### src/rtl/fmadd_mantissa_normalizer.sv
// fmadd_mantissa_normalizer
// Takes the raw mantissa sum (plus carry-out) from the FMADD adder and
// left-normalizes it a few bits per cycle until the MSB is set or the
// exponent bottoms out at 1. The result is held with valid/ready for the
// rounding stage.
module fmadd_mantissa_normalizer #(
    parameter int std  = 31,
    parameter int man  = 22,
    parameter int exp  = 7,
    parameter int STEP = 4
) (
    input  logic                 clk,
    input  logic                 rst,
    input  logic                 in_valid,
    output logic                 in_ready,
    input  logic [2*man+3:0]     in_mantissa,
    input  logic                 in_carry,
    input  logic [exp+1:0]       in_exponent,
    input  logic                 in_sticky,
    output logic                 out_valid,
    input  logic                 out_ready,
    output logic [2*man+3:0]     out_mantissa,
    output logic [exp+1:0]       out_exponent,
    output logic                 out_sticky,
    output logic                 out_zero,
    output logic                 out_underflow,
    output logic                 out_overflow
);

    localparam int W = 2 * man + 4;
    localparam int E = exp + 2;
    localparam logic [E-1:0] EXP_OVF = E'((1 << (exp + 1)) - 1);

    // std only describes the surrounding word format; it is referenced here
    // so a nonsensical parameter set is at least visible in elaboration.
    if (STEP < 1 || STEP > 8 || std < man) begin : g_param_guard
    end

    typedef enum logic [1:0] {
        IDLE,
        NORM,
        DONE
    } state_t;

    state_t         state;
    state_t         state_next;

    logic [W-1:0]   mant;
    logic [W-1:0]   mant_next;
    logic [E-1:0]   exp_reg;
    logic [E-1:0]   exp_next;
    logic           sticky;
    logic           sticky_next;
    logic           zero;
    logic           zero_next;
    logic           underflow;
    logic           underflow_next;
    logic           overflow;
    logic           overflow_next;

    logic [STEP-1:0] probe;
    logic [E-1:0]    lead;
    logic [E-1:0]    limit;
    logic [E-1:0]    shift;
    logic [W-1:0]    norm_mant;
    logic [E-1:0]    norm_exp;
    logic [E-1:0]    inc_exp;

    assign in_ready      = (state == IDLE) & ~rst;
    assign out_valid     = (state == DONE);
    assign out_mantissa  = mant;
    assign out_exponent  = exp_reg;
    assign out_sticky    = sticky;
    assign out_zero      = zero;
    assign out_underflow = underflow;
    assign out_overflow  = overflow;
    assign inc_exp       = in_exponent + E'(1);

    // Leading-zero count over the top STEP bits, then the shift for this
    // cycle, clamped so the exponent never drops below 1.
    always_comb begin
        probe = mant[W-1 -: STEP];
        lead  = '0;
        for (int i = 0; i < STEP; i++) begin
            if (!probe[STEP-1]) begin
                lead  = lead + E'(1);
                probe = probe << 1;
            end
        end
        limit     = exp_reg - E'(1);
        shift     = (lead > limit) ? limit : lead;
        norm_mant = mant << shift;
        norm_exp  = exp_reg - shift;
    end

    // State register.
    always_ff @(posedge clk) begin
        if (rst) begin
            state <= IDLE;
        end else begin
            state <= state_next;
        end
    end

    // Datapath registers; these double as the held output values in DONE.
    always_ff @(posedge clk) begin
        if (rst) begin
            mant      <= '0;
            exp_reg   <= '0;
            sticky    <= 1'b0;
            zero      <= 1'b0;
            underflow <= 1'b0;
            overflow  <= 1'b0;
        end else begin
            mant      <= mant_next;
            exp_reg   <= exp_next;
            sticky    <= sticky_next;
            zero      <= zero_next;
            underflow <= underflow_next;
            overflow  <= overflow_next;
        end
    end

    // Next-state and datapath update: load on accept, shift in NORM,
    // hold everything in DONE until the consumer takes it.
    always_comb begin
        state_next     = state;
        mant_next      = mant;
        exp_next       = exp_reg;
        sticky_next    = sticky;
        zero_next      = zero;
        underflow_next = underflow;
        overflow_next  = overflow;

        case (state)
            IDLE: begin
                if (in_valid) begin
                    zero_next      = 1'b0;
                    underflow_next = 1'b0;
                    overflow_next  = 1'b0;
                    if (in_carry) begin
                        mant_next     = {1'b1, in_mantissa[W-1:1]};
                        exp_next      = inc_exp;
                        sticky_next   = in_sticky | in_mantissa[0];
                        overflow_next = (inc_exp >= EXP_OVF);
                        state_next    = DONE;
                    end else if (in_mantissa == '0) begin
                        mant_next   = '0;
                        exp_next    = '0;
                        sticky_next = in_sticky;
                        zero_next   = 1'b1;
                        state_next  = DONE;
                    end else begin
                        mant_next   = in_mantissa;
                        exp_next    = in_exponent;
                        sticky_next = in_sticky;
                        state_next  = NORM;
                    end
                end
            end
            NORM: begin
                if (mant[W-1] || (exp_reg <= E'(1))) begin
                    underflow_next = ~mant[W-1];
                    overflow_next  = (exp_reg >= EXP_OVF);
                    state_next     = DONE;
                end else begin
                    mant_next = norm_mant;
                    exp_next  = norm_exp;
                end
            end
            DONE: begin
                if (out_ready) begin
                    state_next = IDLE;
                end
            end
            default: begin
                state_next = IDLE;
            end
        endcase
    end

endmodule

### config.mk
export PLATFORM = sky130hd
export DESIGN_NAME = fmadd_mantissa_normalizer
export DESIGN_NICKNAME = d
export VERILOG_FILES = /design/src/rtl/fmadd_mantissa_normalizer.sv
export SDC_FILE = /design/constraint.sdc
export NUM_CORES = 1
export LEC_CHECK = 0
export CORE_MARGIN = 1
export CORE_UTILIZATION = 45
export DETAILED_ROUTE_END_ITERATION = 8
export PLACE_DENSITY = 0.74
export SLEW_MARGIN = 10
export SYNTH_ARGS = -nofsm -noshare
export SYNTH_HDL_FRONTEND = slang
export SYNTH_SLANG_ARGS = --single-unit
export TNS_END_PERCENT = 20
### constraint.sdc
create_clock -name clk -period 6.29 [get_ports clk]
set_input_delay 1.887 -clock clk [delete_from_list [all_inputs] [get_ports clk]]
set_output_delay 1.887 -clock clk [all_outputs]
set_load 0.05 [all_outputs]
Yosys cells after proc, flatten, opt, wreduce, memory -nomap -nowiden
Cells that the tools add are included.

operators by class
  $lt $le $gt $ge = 4
  reductions and logical operators = 8
  multiplexer cells = 34
  eq/ne operators = 6
  bitwise logic cells = 4
  add/sub/neg operators = 6
  shifts and indexed selects = 1

operators by type and width
  cell                                                                number
  two-way mux 48 bit                                                  4
  case mux 48 bit (2 select lines)                                    1
  two-way mux 9 bit                                                   8
  zero test 48 bit                                                    1
  left shift 48 x 9 -> 48 bit                                         1
  adder 9 x 1 -> 9 bit (second input constant)                        4
  greater-or-equal comparator 9 x 8 -> 1 bit (second input constant)  2
  case mux 9 bit (2 select lines)                                     1
  two-way mux 4 bit                                                   3
  two-way mux 2 bit                                                   5
  > comparator 9 bit                                                  1
  <= comparator 9 x 1 -> 1 bit (second input constant)                1
  two-way mux 1 bit                                                   9
  AND reduction 3 bit                                                 3
  subtractor 9 x 1 -> 9 bit (second input constant)                   1
  subtractor 9 bit                                                    1
  inequality test 2 bit (second input constant)                       3
  case mux 2 bit (3 select lines)                                     1
  case mux 1 bit (2 select lines)                                     2
  equality test 2 x 1 -> 1 bit (second input constant)                1
  equality test 2 bit (second input constant)                         1
  zero test 2 bit                                                     1
  inequality test 2 x 1 -> 1 bit (second input constant)              1
  NOT 1 bit                                                           2
  other kinds (5)                                                     5

storage, ports and cells
  bits in registers = 63
  bits of input ports = 63
  output and inout bits = 63
  word-level logic and storage cells = 70

Logic depth before layout (Yosys ltp)
Gate-level depths: netlist of the first run.

  depth after elaboration = 12
  mapped depth = 27
  gate-level depth less buffers = 22

Worst setup path after synthesis of the first run
Ideal clock, no wire load.

  path kind = reg-to-reg
  start = register mant[45] (netlist: out_mantissa[45])
  end = register exp_reg[8] (netlist: out_exponent[8])
  setup slack = 0.550 ns
  cell stages (with the launch flop) = 27
  data required time = 6.212 ns
  data arrival time = 5.662 ns
  path buffers = 4
  clock period less this slack = 5.740 ns
  library setup time = 0.078 ns
  cell sequence = dfxtp_1 > inv_1 > o21a_1 > ha_1 > o31ai_2 > inv_1 > clkbuf_1 > clkbuf_1 > ha_1 > nor2b_1 > o211a_1 > o21a_1 > a31oi_1 > nor2_2 > inv_2 > buf_4 > buf_2 > ha_1 > inv_1 > fa_1 > a21o_1 > a21oi_1 > a31oi_1 > nor3_1 > a21o_1 > a21oi_1 > nor3_1

on the way
  cells in the longest elaborated chain, start to end = 10
  elaborated cells on any way between the ends = 11
  those cells by class = add/sub: 2; order compare: 1; mux: 8

RTL lines
  what                               line  source
  start: declaration                 48    logic [W-1:0] mant;
  start signal: assignment           115   mant <= mant_next;
  two-way mux 4 bit * (2 in series)  85    if (!probe[STEP-1]) begin
  two-way mux 9 bit                  85
  adder 9 x 1 -> 9 bit               86    lead = lead + E'(1);
  two-way mux 9 bit *                85
  > comparator 9 bit                 91    shift = (lead > limit) ? limit : lead;
  two-way mux 9 bit *                91
  subtractor 9 bit *                 93    norm_exp = exp_reg - shift;
  two-way mux 9 bit *                162   if (mant[W-1] || (exp_reg <= E'(1))) begin
  case mux 9 bit (2 select lines) *  135   case (state)
  end signal: assignment             116   exp_reg <= exp_next;
  end: declaration                   50    logic [E-1:0] exp_reg;

Mark *: on every way between the ends. The rest lies on a longest branch, timed or not. The select of a mux whose other input is x is not followed.
A chain may end at the register's enable or synchronous reset.

Worst setup path after layout of the first run
  start = register mant[45] (netlist: out_mantissa[45])
  end = register exp_reg[7] (netlist: out_exponent[7])

The elaborated chain is that of the path after synthesis.

==> results.json, run 1 <==
{
  "status": "complete, no violations",
  "power-per-cell-area_nw_per_um2": 419,
  "io_pins": 126,
  "fin_cells": 1270,
  "synth_top_family_by_area": "compound AO/OA/AOI/OAI gates",
  "postCtsHoldBufs": 0,
  "totalWireLength_um": 28000,
  "num_rows": 46,
  "cts_buffers": 9,
  "gr-usage-met3": 0.0747,
  "mostFrequentLayoutCells": "clkdlybuf4s50_1, nand2_1, nor2_1, dfxtp_1, mux2i_1",
  "synth_compound_area_frac": 0.346,
  "setup_viol": 0,
  "leakage_uw": 0.00294,
  "p_sw_uw": 2070,
  "synthMuxAreaShare": 0.0864,
  "synth_xor_area_frac": 0.0119,
  "pwr-share-clk": 0.136,
  "avgSynthCellArea_um2": 7.40,
  "grt_use_met1": 0.507,
  "path_class": "reg2reg",
  "rr_worst_depth": 23,
  "arrival_ns": 5.40,
  "swShare": 0.559,
  "start_util": 0.461,
  "worst_pin_slew_ns": 1.18,
  "die_w_um": 130,
  "htree_levels": 3,
  "drt-vias-per-instance": 6.91,
  "relSlewSlack": 0.202,
  "slowest_stage": "dfxtp_1",
  "min_path_cells": 2,
  "grt_overflow": 0,
  "ys_types": 81,
  "grtUsageTotal": 0.337,
  "period_minus_slack_ns": 5.20,
  "cts_buffer_depth": 2,
  "synthSimpleGateAreaFrac": 0.275,
  "path_cells": "inv_1 -> o21a_1 -> ha_1 -> o31ai_4 -> inv_1 -> ha_1 -> nor2b_1 -> o211a_1 -> o21a_1 -> buf_4 -> nand3_1 -> a21o_1 -> inv_2 -> ha_1 -> nor2b_1 -> o21a_1 -> o21ai_0 -> nand2b_1 -> a211oi_1 -> nand2b_1 -> o21ai_0 -> and3_1 -> nor3_1",
  "pwr-share-comb": 0.698,
  "antenna_found_initial": 0,
  "yosys_warnings": 0,
  "end_kind": "register",
  "firstDrtPassIters": 5,
  "synth_seq_cells": 63,
  "grt_pass1_vias": 7539,
  "multiInputGateArea_um2": 5510,
  "critPathMaxStageDelay_ns": 0.48,
  "start_kind": "register",
  "io_buffers": 125,
  "antenna_cells": 0,
  "drive_gt1_frac": 0.0750,
  "synth_fa_ha_area_frac": 0.0266,
  "ys_seq_area_frac": 0.172,
  "postCtsSetupBuffers": 0,
  "regArea_um2": 1260,
  "synth_edf_count": 0,
  "synth_nets": 1069,
  "gp_congestion": 0.980,
  "syn2layout_area_growth_pct": 20.6,
  "fin_crit_sh": 0.827,
  "ir_worst_vdd_mv": 0.267,
  "place_area_um2": 8550,
  "gr-usage-met2": 0.473,
  "final_common_cell": "clkdlybuf4s50_1",
  "fin_nets": 1127,
  "synth.largest_area_cell": "dfxtp_1",
  "synth-async-reset-ratio": 0,
  "ctsResizeCount": 0,
  "synth_area_um2": 7330,
  "p_total_uw": 3700,
  "vias": 8771,
  "min_path_type": "reg2reg",
  "post-place-cells": 1254,
  "synthTopCellsByArea": "dfxtp_1, mux2i_1, nand2_1, a221oi_1, nor2_1",
  "finalSetupTns_ns": 0,
  "dieArea_um2": 16800,
  "ant_nets": 0,
  "wire_per_inst_um": 22.0,
  "synth_top_area_frac": 0.172,
  "cts.sinks": 63,
  "rsz0062_at_grt": "false",
  "drtIter0Drc": 1211,
  "cts_tree": "yes",
  "fin_skew_ns": 0.00938,
  "maxSlewViolCount": 0,
  "synth_ff_type": "dfxtp_1",
  "synthCells": 991,
  "dp_hpwl_um": 20000,
  "clock.fmax_ghz": 0.192,
  "max-cap-violations": 0,
  "grt-busiest-layer": "met1",
  "fill_cells": 1538,
  "intPower_uw": 1630,
  "grt_first_pass_wirelength_um": 43800,
  "stdcell_area_um2": 8840,
  "cp.required_ns": 6.49,
  "clock_latency_ns": 0.34,
  "seq_power_share": 0.166,
  "root_buffer": "clkbuf_16",
  "cp_max_fo": 23,
  "core_um2": 15900,
  "die_h_um": 130,
  "grt_max_degree": 71,
  "clkTransAtPathRegs_ns": 0.06,
  "finalHoldViolations": 0,
  "drcViolationCount": 0
}
[cell type report]
class / count / share of cell area
clock buffers: 14 / 0.0321
clock inverters: 2 / 0.00142
inverters: 23 / 0.0100
multi-input cells: 804 / 0.623
flip-flops and latches: 63 / 0.143
well taps: 216 / 0.0306
repair buffers: 148 / 0.160
[synthesized netlist by cell type (all sizes together) (6+ instances only)]
cell / instances
o211ai: 8
nand2: 115
o21bai: 8
and2: 6
a22oi: 15
clkbuf: 61
xnor2: 6
dfxtp: 63
mux2i: 52
or4: 6
a311oi: 21
a221oi: 42
nand4: 12
nor3: 43
o21ai: 28
a32oi: 30
mux2: 10
a21o: 6
nor4: 49
nand2b: 41
nor2b: 11
a31oi: 14
nand3: 18
a311o: 16
inv: 23
ha: 14
a21oi: 28
buf: 40
a211oi: 24
nor2: 87
a221o: 28
[layer usage]
layer | wire, um | share of wire
met5 | 0 | 0
met2 | 11700 | 0.42
met3 | 3530 | 0.13
met1 | 12100 | 0.43
met4 | 682 | 0.024
[power by group through the flow]
stage	registers [uW]	logic, uW	clock network (uW)
floorplan	791	1670	0
global route	623	2740	520
detailed placement	616	2500	0
CTS	607	2510	501
global placement	614	2480	0
finish	615	2580	504
[registers in the layout (all words and copies together) (netlist names)]
register,cells
out_exponent,9
state,2
out_underflow,1
out_zero,1
out_overflow,1
out_mantissa,48
out_sticky,1
[kinds of logic (layout without fill, tap and decap cells)]
group,after synthesis,in the layout
and+or+nand+nor,400,400
AOI/OAI and AO/OA,316,316
buffers and inverters,124,187
DFF,63,63
muxes,62,62
adders and majority gates,15,15
xor gates and xnor gates,10,10
other,1,1
[critical path, delay by kind of cell (launching register included)]
family,cells,cell delay [ns]
and+or+nand+nor,7,0.91
AOI/OAI and AO/OA,9,2.01
buffers and inverters,4,0.70
DFF,1,0.48
adders and majority gates,3,0.94
[stage by stage]
step           hold slack [ns]   util  setup WS (ns)
3_3_place_gp             0.484  0.538           1.33
4_1_cts                  0.496  0.557           1.16
3_5_place_dp             0.490  0.538           1.18
5_1_grt                  0.549  0.557          0.616
2_1_floorplan            0.562      -          0.550
6_report                 0.493  0.557           1.09
[final timing paths]
path	startpoint	to	slack, ns
min	out_overflow	out_overflow	0.49
max reg2reg	out_mantissa[45]	out_exponent[7]	1.09
max	out_mantissa[45]	out_exponent[7]	1.09
min reg2reg	out_overflow	out_overflow	0.49
Power figures use the tool's default switching activity.
==> run 2, diff against run 1 <==
==> constraint.sdc (replaced) <==
create_clock -name clk -period 4.83 [get_ports clk]
set_input_delay 1.449 -clock clk [delete_from_list [all_inputs] [get_ports clk]]
set_output_delay 1.449 -clock clk [all_outputs]
set_load 0.05 [all_outputs]
==> run 2 against run 1 <==
Effect of this change:
- via count up 1.4%
- global-route usage up 0.16 points
- clock power up 39%
- combinational power up 38%
- clock skew down 0.0033 ns
- total power up 37%
- sequential power up 31%
- first-iteration DRC count up 2.6%
- setup slack worse by 0.76 ns
- cell area up 3.0%
- sequential share of layout area down 0.30 points
- critical path type unchanged
==> results.json, run 2 (synthesis results as in run 1) <==
{
  "relSlewSlack": 0.411,
  "root_buffer": "clkbuf_16",
  "antenna_cells": 0,
  "clock_latency_ns": 0.34,
  "leakage_uw": 0.00304,
  "mostFrequentLayoutCells": "clkdlybuf4s50_1, nand2_1, nor2_1, dfxtp_1, mux2i_1",
  "intPower_uw": 2280,
  "totalWireLength_um": 28800,
  "ir_worst_vdd_mv": 0.311,
  "seq_power_share": 0.159,
  "pwr-share-clk": 0.138,
  "drt-vias-per-instance": 6.91,
  "grt_overflow": 0,
  "pwr-share-comb": 0.703,
  "final_util": 0.573,
  "fin_nets": 1146,
  "period_minus_slack_ns": 4.51,
  "io_pins": 126,
  "start_kind": "register",
  "rsz0062_at_grt": "false",
  "core_um2": 15900,
  "status": "complete, no violations",
  "clock.fmax_ghz": 0.222,
  "start_util": 0.461,
  "die_h_um": 130,
  "grt_max_degree": 71,
  "place_area_um2": 8790,
  "drcViolationCount": 0,
  "drtIter0Drc": 1242,
  "dieArea_um2": 16800,
  "clkTransAtPathRegs_ns": 0.06,
  "end_kind": "register",
  "fin_cells": 1288,
  "wire_per_inst_um": 22.4,
  "finalSetupTns_ns": 0,
  "largest_reg_flops": 48,
  "syn2layout_area_growth_pct": 24.3,
  "swShare": 0.550,
  "cts_tree": "yes",
  "fin_crit_sh": 0.933,
  "postCtsHoldBufs": 0,
  "path_class": "reg2reg",
  "final_common_cell": "clkdlybuf4s50_1",
  "grtUsageTotal": 0.338,
  "cp_max_fo": 7,
  "worst_pin_slew_ns": 0.884,
  "cts_buffer_depth": 2,
  "drive_gt1_frac": 0.104,
  "htree_levels": 3,
  "postCtsSetupBuffers": 0,
  "power-per-cell-area_nw_per_um2": 557,
  "cts_buffers": 9,
  "fin_skew_ns": 0.00610,
  "setup_viol": 0,
  "firstDrtPassIters": 6,
  "antenna_found_initial": 0,
  "min_path_type": "reg2reg",
  "stdcell_area_um2": 9110,
  "maxSlewViolCount": 0,
  "io_buffers": 125,
  "grt_first_pass_wirelength_um": 44200,
  "ctsResizeCount": 0,
  "vias": 8897,
  "max-cap-violations": 0,
  "rr_worst_depth": 21,
  "cts.sinks": 63,
  "gp_congestion": 1.06,
  "finalHoldViolations": 0,
  "min_path_cells": 2,
  "arrival_ns": 4.70,
  "p_total_uw": 5080,
  "die_w_um": 130,
  "cp.required_ns": 5.03,
  "num_rows": 46,
  "grt_pass1_vias": 7715,
  "post-place-cells": 1273,
  "ant_nets": 0,
  "p_sw_uw": 2790,
  "dp_hpwl_um": 20800
}
[run 2: cell count changes in the layout (fill, tap and decap cells not counted), moves of 3 or more]
cell      delta
clkbuf_8     -3
ha_4         +3
buf_4       +17
ha_1         -4
dfxtp_1      -3
dfxtp_4      +3
[run 2: final timing paths]
check / start / endpoint / slack [ns]
worst max-delay path: out_mantissa[46] / out_exponent[6] / 0.32
worst min-delay path: out_overflow / out_overflow / 0.50
worst max register to register: out_mantissa[46] / out_exponent[6] / 0.32
worst min register to register: out_overflow / out_overflow / 0.50
[run 2: power groups by stage]
stage	clock network [uW]	logic [uW]	registers (uW)
after CTS	698	3450	794
after global placement	0	3380	804
after global routing	723	3750	815
final	702	3570	807
after detailed placement	0	3430	806
after floorplan	0	2250	1030
[run 2: metrics by stage]
| step | setup WS (ns) | hold slack [ns] |
|---|---|---|
| after floorplan | 0.00552 | 0.562 |
| final | 0.323 | 0.504 |
| after CTS | 0.406 | 0.513 |
| after global placement | 0.222 | 0.476 |
| after detailed placement | 0.316 | 0.498 |
| after global routing | 0.0856 | 0.565 |
[run 2: area by class of cell]
| class | count | area (um^2) |
|---|---|---|
| Fill cell | 1492 | 6780 |
| Multi-Input combinational cell | 804 | 5580 |
| Inverter | 23 | 88.8 |
| Clock buffer | 11 | 264 |
| Clock inverter | 4 | 52.6 |
| Timing Repair Buffer | 167 | 1590 |
| Sequential cell | 63 | 1270 |
| Tap cell | 216 | 270 |
[run 2: critical path: stages, from the launching register on]
cell     delay (ns)
dfxtp_4        0.37
nor2_2         0.27
ha_4           0.26
o31ai_4        0.25
inv_2          0.10
ha_4           0.23
nor2b_1        0.13
o211a_1        0.24
o21a_1         0.32
a31oi_4        0.28
nor2_2         0.09
inv_2          0.09
ha_4           0.13
inv_1          0.05
fa_2           0.35
a21o_1         0.20
a21oi_2        0.18
a31oi_1        0.08
nor3_2         0.36
o21ai_0        0.13
a22oi_1        0.19
nor2_1         0.05
[run 2: metal layers]
metal | up-vias | global-route usage | routed length [um] | share of wire
li1 | 4048 | - | - | -
met1 | 4157 | 0.507 | 12400 | 0.43
met2 | 649 | 0.487 | 12400 | 0.43
met3 | 43 | 0.0735 | 3690 | 0.13
met4 | 0 | 0.0746 | 389 | 0.013
met5 | - | 0 | 0 | 0
